--- src/rtl/fnd_pkg.sv ---
// Shared definitions for the seven-segment (FND) driver and its capture monitor.
// Glyph table is indexed by nibble value, segment a in bit 0.
package fnd_pkg;

    localparam int NUM_GLYPHS = 16;

    localparam logic [6:0] GLYPH_TBL [NUM_GLYPHS] = '{
        7'h3F, 7'h06, 7'h5B, 7'h4F, 7'h66, 7'h6D, 7'h7D, 7'h07,
        7'h7F, 7'h6F, 7'h77, 7'h7C, 7'h39, 7'h5E, 7'h79, 7'h71
    };

    localparam logic SEL_LO = 1'b0;
    localparam logic SEL_HI = 1'b1;

    typedef enum logic [1:0] {
        ST_SYNC    = 2'd0,
        ST_HAVE_LO = 2'd1,
        ST_HAVE_HI = 2'd2
    } fsm_state_t;

endpackage

--- src/rtl/fnd_glyph_decode.sv ---
// Combinational glyph-to-nibble decoder; anything outside the 16-entry table
// (blank included) reports o_valid=0.
module fnd_glyph_decode (
    input  logic [6:0] i_seg,
    output logic       o_valid,
    output logic [3:0] o_nibble
);
    import fnd_pkg::*;

    always_comb begin
        o_valid  = 1'b0;
        o_nibble = 4'h0;
        for (int i = 0; i < NUM_GLYPHS; i++) begin
            if (i_seg == GLYPH_TBL[i]) begin
                o_valid  = 1'b1;
                o_nibble = 4'(i);
            end
        end
    end

endmodule

--- src/rtl/fnd_capture.sv ---
// Receive-side monitor for a two-digit multiplexed FND bus: debounces each
// digit phase, decodes the glyph and rebuilds the 8-bit value (hex or decimal).
//
// state      | meaning
// -----------+-----------------------------------------------------------
// ST_SYNC    | waiting for the first low-digit sample of a frame
// ST_HAVE_LO | low digit held, next high-digit sample completes the frame
// ST_HAVE_HI | frame just completed, waiting for the next low digit
module fnd_capture #(
    parameter int STABLE_CYCLES  = 4,
    parameter int TIMEOUT_CYCLES = 1024,
    parameter bit SEG_ACTIVE_LOW = 1'b0
) (
    input  logic       iCLK,
    input  logic       inReset,
    input  logic       iMode,
    input  logic       iSel,
    input  logic [6:0] iSeg,
    output logic [7:0] oHex,
    output logic       oValid,
    output logic       oChanged,
    output logic       oErr,
    output logic       oStall
);
    import fnd_pkg::*;

    localparam int STW = $clog2(STABLE_CYCLES);
    localparam int IDW = $clog2(TIMEOUT_CYCLES + 1);
    localparam logic [STW-1:0] STABLE_MAX = STW'(STABLE_CYCLES - 1);
    localparam logic [IDW-1:0] IDLE_MAX   = IDW'(TIMEOUT_CYCLES);
    localparam logic [IDW-1:0] IDLE_ARM   = IDW'(TIMEOUT_CYCLES - 1);

    logic           r_sel;
    logic [6:0]     r_seg;
    logic           r_mode;
    logic [STW-1:0] r_stab;
    logic           r_taken;
    logic [IDW-1:0] r_idle;
    logic           r_stall;
    logic [3:0]     r_lo;
    logic [7:0]     r_hex;
    logic           r_valid;
    logic           r_changed;
    logic           r_err;
    logic           r_first;
    fsm_state_t     r_state;

    logic [6:0] w_seg_fix;
    logic       w_in_chg;
    logic       w_sel_chg;
    logic       w_mode_chg;
    logic       w_fire;
    logic       w_dig_ok;
    logic [3:0] w_dig;
    logic       w_dig_good;
    logic [7:0] w_frame;

    assign w_seg_fix  = SEG_ACTIVE_LOW ? ~iSeg : iSeg;
    assign w_in_chg   = {iSel, w_seg_fix} != {r_sel, r_seg};
    assign w_sel_chg  = iSel != r_sel;
    assign w_mode_chg = iMode != r_mode;
    assign w_fire     = (r_stab == STABLE_MAX) && !r_taken;

    fnd_glyph_decode u_decode (
        .i_seg    (r_seg),
        .o_valid  (w_dig_ok),
        .o_nibble (w_dig)
    );

    assign w_dig_good = w_dig_ok && (r_mode || (w_dig <= 4'd9));
    // Decimal: hi*10 + lo as (hi<<3) + (hi<<1) + lo, no multiplier needed.
    assign w_frame = r_mode ? {w_dig, r_lo}
                            : ({1'b0, w_dig, 3'b000} + {3'b000, w_dig, 1'b0} + {4'h0, r_lo});

    always_ff @(posedge iCLK) begin
        if (inReset) begin
            r_sel     <= 1'b0;
            r_seg     <= 7'h00;
            r_mode    <= 1'b0;
            r_stab    <= '0;
            r_taken   <= 1'b0;
            r_idle    <= '0;
            r_stall   <= 1'b0;
            r_lo      <= 4'h0;
            r_hex     <= 8'h00;
            r_valid   <= 1'b0;
            r_changed <= 1'b0;
            r_err     <= 1'b0;
            r_first   <= 1'b1;
            r_state   <= ST_SYNC;
        end else begin
            r_sel  <= iSel;
            r_seg  <= w_seg_fix;
            r_mode <= iMode;

            if (w_in_chg)
                r_stab <= '0;
            else if (r_stab != STABLE_MAX)
                r_stab <= r_stab + STW'(1);

            if (w_sel_chg)
                r_taken <= 1'b0;
            else if (w_fire)
                r_taken <= 1'b1;

            if (w_sel_chg)
                r_idle <= '0;
            else if (r_idle != IDLE_MAX)
                r_idle <= r_idle + IDW'(1);
            r_stall <= !w_sel_chg && (r_idle >= IDLE_ARM);

            r_valid   <= 1'b0;
            r_changed <= 1'b0;
            if (w_fire && !w_dig_good)
                r_err <= 1'b1;

            if (w_mode_chg || (w_fire && !w_dig_good)) begin
                r_state <= ST_SYNC;
            end else if (w_fire) begin
                case (r_state)
                    ST_SYNC: begin
                        if (r_sel == SEL_LO) begin
                            r_lo    <= w_dig;
                            r_state <= ST_HAVE_LO;
                        end
                    end
                    ST_HAVE_LO: begin
                        if (r_sel == SEL_HI) begin
                            r_hex     <= w_frame;
                            r_valid   <= 1'b1;
                            r_changed <= r_first || (w_frame != r_hex);
                            r_first   <= 1'b0;
                            r_state   <= ST_HAVE_HI;
                        end else begin
                            r_lo <= w_dig;
                        end
                    end
                    ST_HAVE_HI: begin
                        if (r_sel == SEL_LO) begin
                            r_lo    <= w_dig;
                            r_state <= ST_HAVE_LO;
                        end
                    end
                    default: r_state <= ST_SYNC;
                endcase
            end
        end
    end

    assign oHex     = r_hex;
    assign oValid   = r_valid;
    assign oChanged = r_changed;
    assign oErr     = r_err;
    assign oStall   = r_stall;

endmodule

--- config.mk ---
export PLATFORM = sky130hd
export DESIGN_NAME = fnd_capture
export DESIGN_NICKNAME = d
export VERILOG_FILES = /design/src/rtl/fnd_pkg.sv /design/src/rtl/fnd_glyph_decode.sv /design/src/rtl/fnd_capture.sv
export SDC_FILE = /design/constraint.sdc
export NUM_CORES = 1
export LEC_CHECK = 0
export ABC_AREA = 1
export CORE_MARGIN = 2
export CORE_UTILIZATION = 60
export CTS_BUF_LIST = sky130_fd_sc_hd__clkbuf_8
export CTS_CLUSTER_SIZE = 20
export DETAILED_ROUTE_END_ITERATION = 8
export PLACE_DENSITY = 0.92
export SYNTH_ARGS = -nofsm -noshare
export SYNTH_HDL_FRONTEND = slang
export SYNTH_SLANG_ARGS = --single-unit
--- constraint.sdc ---
create_clock -name iCLK -period 3.6 [get_ports iCLK]
set_input_delay 1.08 -clock iCLK [delete_from_list [all_inputs] [get_ports iCLK]]
set_output_delay 1.08 -clock iCLK [all_outputs]
set_load 0.02 [all_outputs]
==> summary.md <==
| Metric | Value |
|---|---|
| Status | `finished clean` |
| HP Class | `flop to flop` |
| Tot GR Track Use | `26.0%` |
| Final Setup Violations | `0` |
| Core Box Area | `4030 µm²` |
| Worst reg-to-reg path cell count | `20` |
| ANT nets after route | `0` |
| Reg2reg end | `oChanged$_SDFF_PP0_` |
| Largest net degree at the start of global routing | `17` |
| Data arrival time of the worst path | `3.52 ns` |
| Crit share post-route | `92.3%` |
| Most used cell, CP | `nor2_1` |
| Overall Power | `0.000848 W` |
| Setup tns final | `0 ns` |
| Avg Inst Size Synth | `6.62 µm²` |
| CTS tree | `built` |
| RSZ-0062 raised after global routing | `false` |
| Mapped Area | `2530 µm²` |
| Cell count after synthesis | `383` |
| Final Critical Period | `3.32 ns` |
| IO Pins | `23` |
| Slew at the pin closest to its max-slew limit | `0.865 ns` |
| Multi-input gate area | `1400 µm²` |
| Max Root-Sink Buffers | `2` |
| Seq/Total Area, Yosys | `33.2%` |
| I/O Buffers | `22` |
| Worst clock skew | `0.00410 ns` |
| Final GP Congestion | `0.900` |
| Maxcap violations | `0` |
| Total CTS buffers | `5` |
| Initial antenna violation count | `0` |
| Worst VDD drop | `0.000252 V` |
| Sink Count | `42` |
| Post-route DRC | `0` |
| Peak Freq | `0.301 GHz` |
| First-pass GRT wire length | `9.29 mm` |
| FF-to-FF setup slack | `0.28 ns` |
| Clock Power Share | `35.1%` |
| Total global routing overflow | `0` |
| Startpoint Class | `flop` |
| CTS H-tree depth | `2` |
| Post-synth ARST share | `0%` |
| Proportion of layout cells with a drive suffix above 1 | `10.7%` |
| Pleak | `1.37 nW` |
| Switching Fraction | `25.5%` |
| DPL Wire Length | `4.26 mm` |
| Yosys reg bits | `42` |
| Worst setup path end | `oChanged$_SDFF_PP0_` |
| Slowest stage delay, CP | `0.49 ns` |
| Net Sw Power | `0.000216 W` |
| CP Launch Point | `r_seg[3]$_SDFF_PP0_` |
| Critical path class | `flop to flop` |
| Register area | `843 µm²` |
| Commonest non-fill, non-tap cells in the layout | `77 x nand2_1, 70 x nor2_1, 62 x inv_1` |
| Final hold vios | `0` |
| Internal | `0.000632 W` |
| CP cell instances | `nand2_2 > nor2_1 > nand2_1 > nand4_1 > nor2_1 > nand3_1 > inv_1 > fa_1 > fa_1 > o21ai_1 > or2_2 > o211ai_1 > nor2_1 > nand2_1 > nor2_1 > nand2_1 > nor2_1 > nand4_1 > nand2_1 > inv_1` |
| Clk Latency, worst-skew pair | `0.29 ns` |
| Die H | `69.0 µm` |
| Vias/cell | `5.22` |
| Iter 0 DRT Violations | `154` |
| Slowest stage cell, crit path | `fa_1` |
| EDFF count, synth | `0` |
| Die W | `69.0 µm` |
| Vias in the first global route | `2,220` |
| Power Dens Cells | `293 nW/µm²` |
| Main flop type after synthesis | `dfxtp_1` |
| Rel. slew slack | `41.8%` |
| Clock Pin Slew Worst Setup and Hold Paths | `0.08 ns` |
| Req. time, crit path | `3.80 ns` |
| Max-slew violation count | `0` |
| Wirelength, routed | `5.54 mm` |
| Most common cell after layout, fill and taps aside | `nand2_1` |
| Worst r2r src | `r_seg[3]$_SDFF_PP0_` |
| Starting Density | `62.9%` |
| Fillers | `324` |
| TritonRoute pass-1 iters | `5` |
| Wirelength per Cell | `12.0 µm` |
| Via count | `2,403` |
| Die area | `4760 µm²` |
| Synth cell types | `35` |
| Root Buffer | `clkbuf_8` |
| Sequential power share | `56.8%` |
| Critical path peak fanout | `5` |
| Finished Core Util | `71.8%` |
| Syn_nets | `406` |
| Area Growth Syn to Fin | `14.2%` |
| Diode count | `0` |
| Fin nets | `433` |
| FP Rows | `23` |
| CP endpoint kind | `flop` |
| Comb pwr share | `8.2%` |
| Yosys warnings | `0` |
## worst min path at each step
| stage | from | to | slack, ns | depth (start not counted) |
|---|---|---|---|---|
| after CTS | oErr$_SDFFE_PP0P_ | oErr$_SDFFE_PP0P_ | 0.46 | 2 |
| after global routing | oErr$_SDFFE_PP0P_ | oErr$_SDFFE_PP0P_ | 0.52 | 2 |
| final | oErr$_SDFFE_PP0P_ | oErr$_SDFFE_PP0P_ | 0.46 | 2 |
| after floorplan | r_stab[1]$_SDFFE_PP0P_ | r_stab[1]$_SDFFE_PP0P_ | 0.45 | 2 |
| after detailed placement | oErr$_SDFFE_PP0P_ | oErr$_SDFFE_PP0P_ | 0.45 | 2 |
| after global placement | oErr$_SDFFE_PP0P_ | oErr$_SDFFE_PP0P_ | 0.44 | 2 |
## cell families after synthesis
group / synth area share, %
AOI/OAI and AO/OA: 8.39
adders and majority gates: 6.52
xor gates and xnor gates: 2.07
buffers and inverters: 11.5
DFF: 33.2
and+or+nand+nor: 38.3
## metrics by stage
stage	cell area, µm²	instances	hold WS (ns)	worst slack (ns)
5_1_grt	2890	460	0.518	0.00472
3_3_place_gp	2810	453	0.439	0.349
3_5_place_dp	2810	453	0.447	0.238
2_1_floorplan	2530	383	0.447	0.535
4_1_cts	2890	460	0.458	0.184
6_report	2890	460	0.459	0.276
## power by group through the flow
stage / logic [W] / clock network, W / registers (W)
floorplan: 0.0000446 / 0 / 0.000489
global placement: 0.0000666 / 0 / 0.000492
detailed placement: 0.0000679 / 0 / 0.000492
CTS: 0.0000687 / 0.000301 / 0.000481
global route: 0.0000775 / 0.000322 / 0.000483
finish: 0.0000693 / 0.000298 / 0.000482
## synthesized netlist by cell type, drive strengths merged (3+ instances only)
cell     n  share of area [%]
a21oi   17                3.4
nor3    11                2.6
o22ai    3               0.74
xnor2    4                1.4
nand2   88                 15
nand3   25                6.0
inv     71                 11
nor2    74                 12
buf      3               0.84
a211oi   3               0.89
o21ai   10                2.1
ha      10                4.9
nand4    7                1.7
dfxtp   42                 33
## layer usage
| layer | wire length (µm) | global-route usage, % | part of all wire, % |
|---|---|---|---|
| met5 | 0 | 0 | 0 |
| met4 | 132 | 9.07 | 2.4 |
| met3 | 188 | 4.71 | 3.4 |
| met2 | 2770 | 45.8 | 50 |
| met1 | 2450 | 31.6 | 44 |
## sequential cells by signal (all words and copies together) (netlist names), 2 cells and up
name	flops
r_state	2
oHex	8
r_stab	2
r_idle	11
r_seg	7
r_lo	4
## worst max-delay path: cells and delay by family (launching register included)
| family | cells | cell delay [ns] |
|---|---|---|
| AND/OR/NAND/NOR | 14 | 1.42 |
| flip-flops | 1 | 0.46 |
| buffers and inverters | 2 | 0.11 |
| AO/OA/AOI/OAI | 2 | 0.26 |
| adder cells (fa/ha/maj) | 2 | 0.97 |
## layout make-up
class / count / share of cell area, %
multi-input combinational: 266 / 48.4
timing repair buffer: 24 / 8.13
clock buffer: 5 / 2.38
inverter: 71 / 9.21
tap: 50 / 2.16
sequential: 42 / 29.2
clock inverter: 2 / 0.519
## timing repair
| item | 4_1_cts | 5_1_grt |
|---|---|---|
| endpoints found under the setup margin | 0 | 1 |
| hold buffers | 0 | 0 |
| buffers inserted | 0 | 0 |
| gates resized for setup | 0 | 3 |
(Power assumes the default switching activity.)
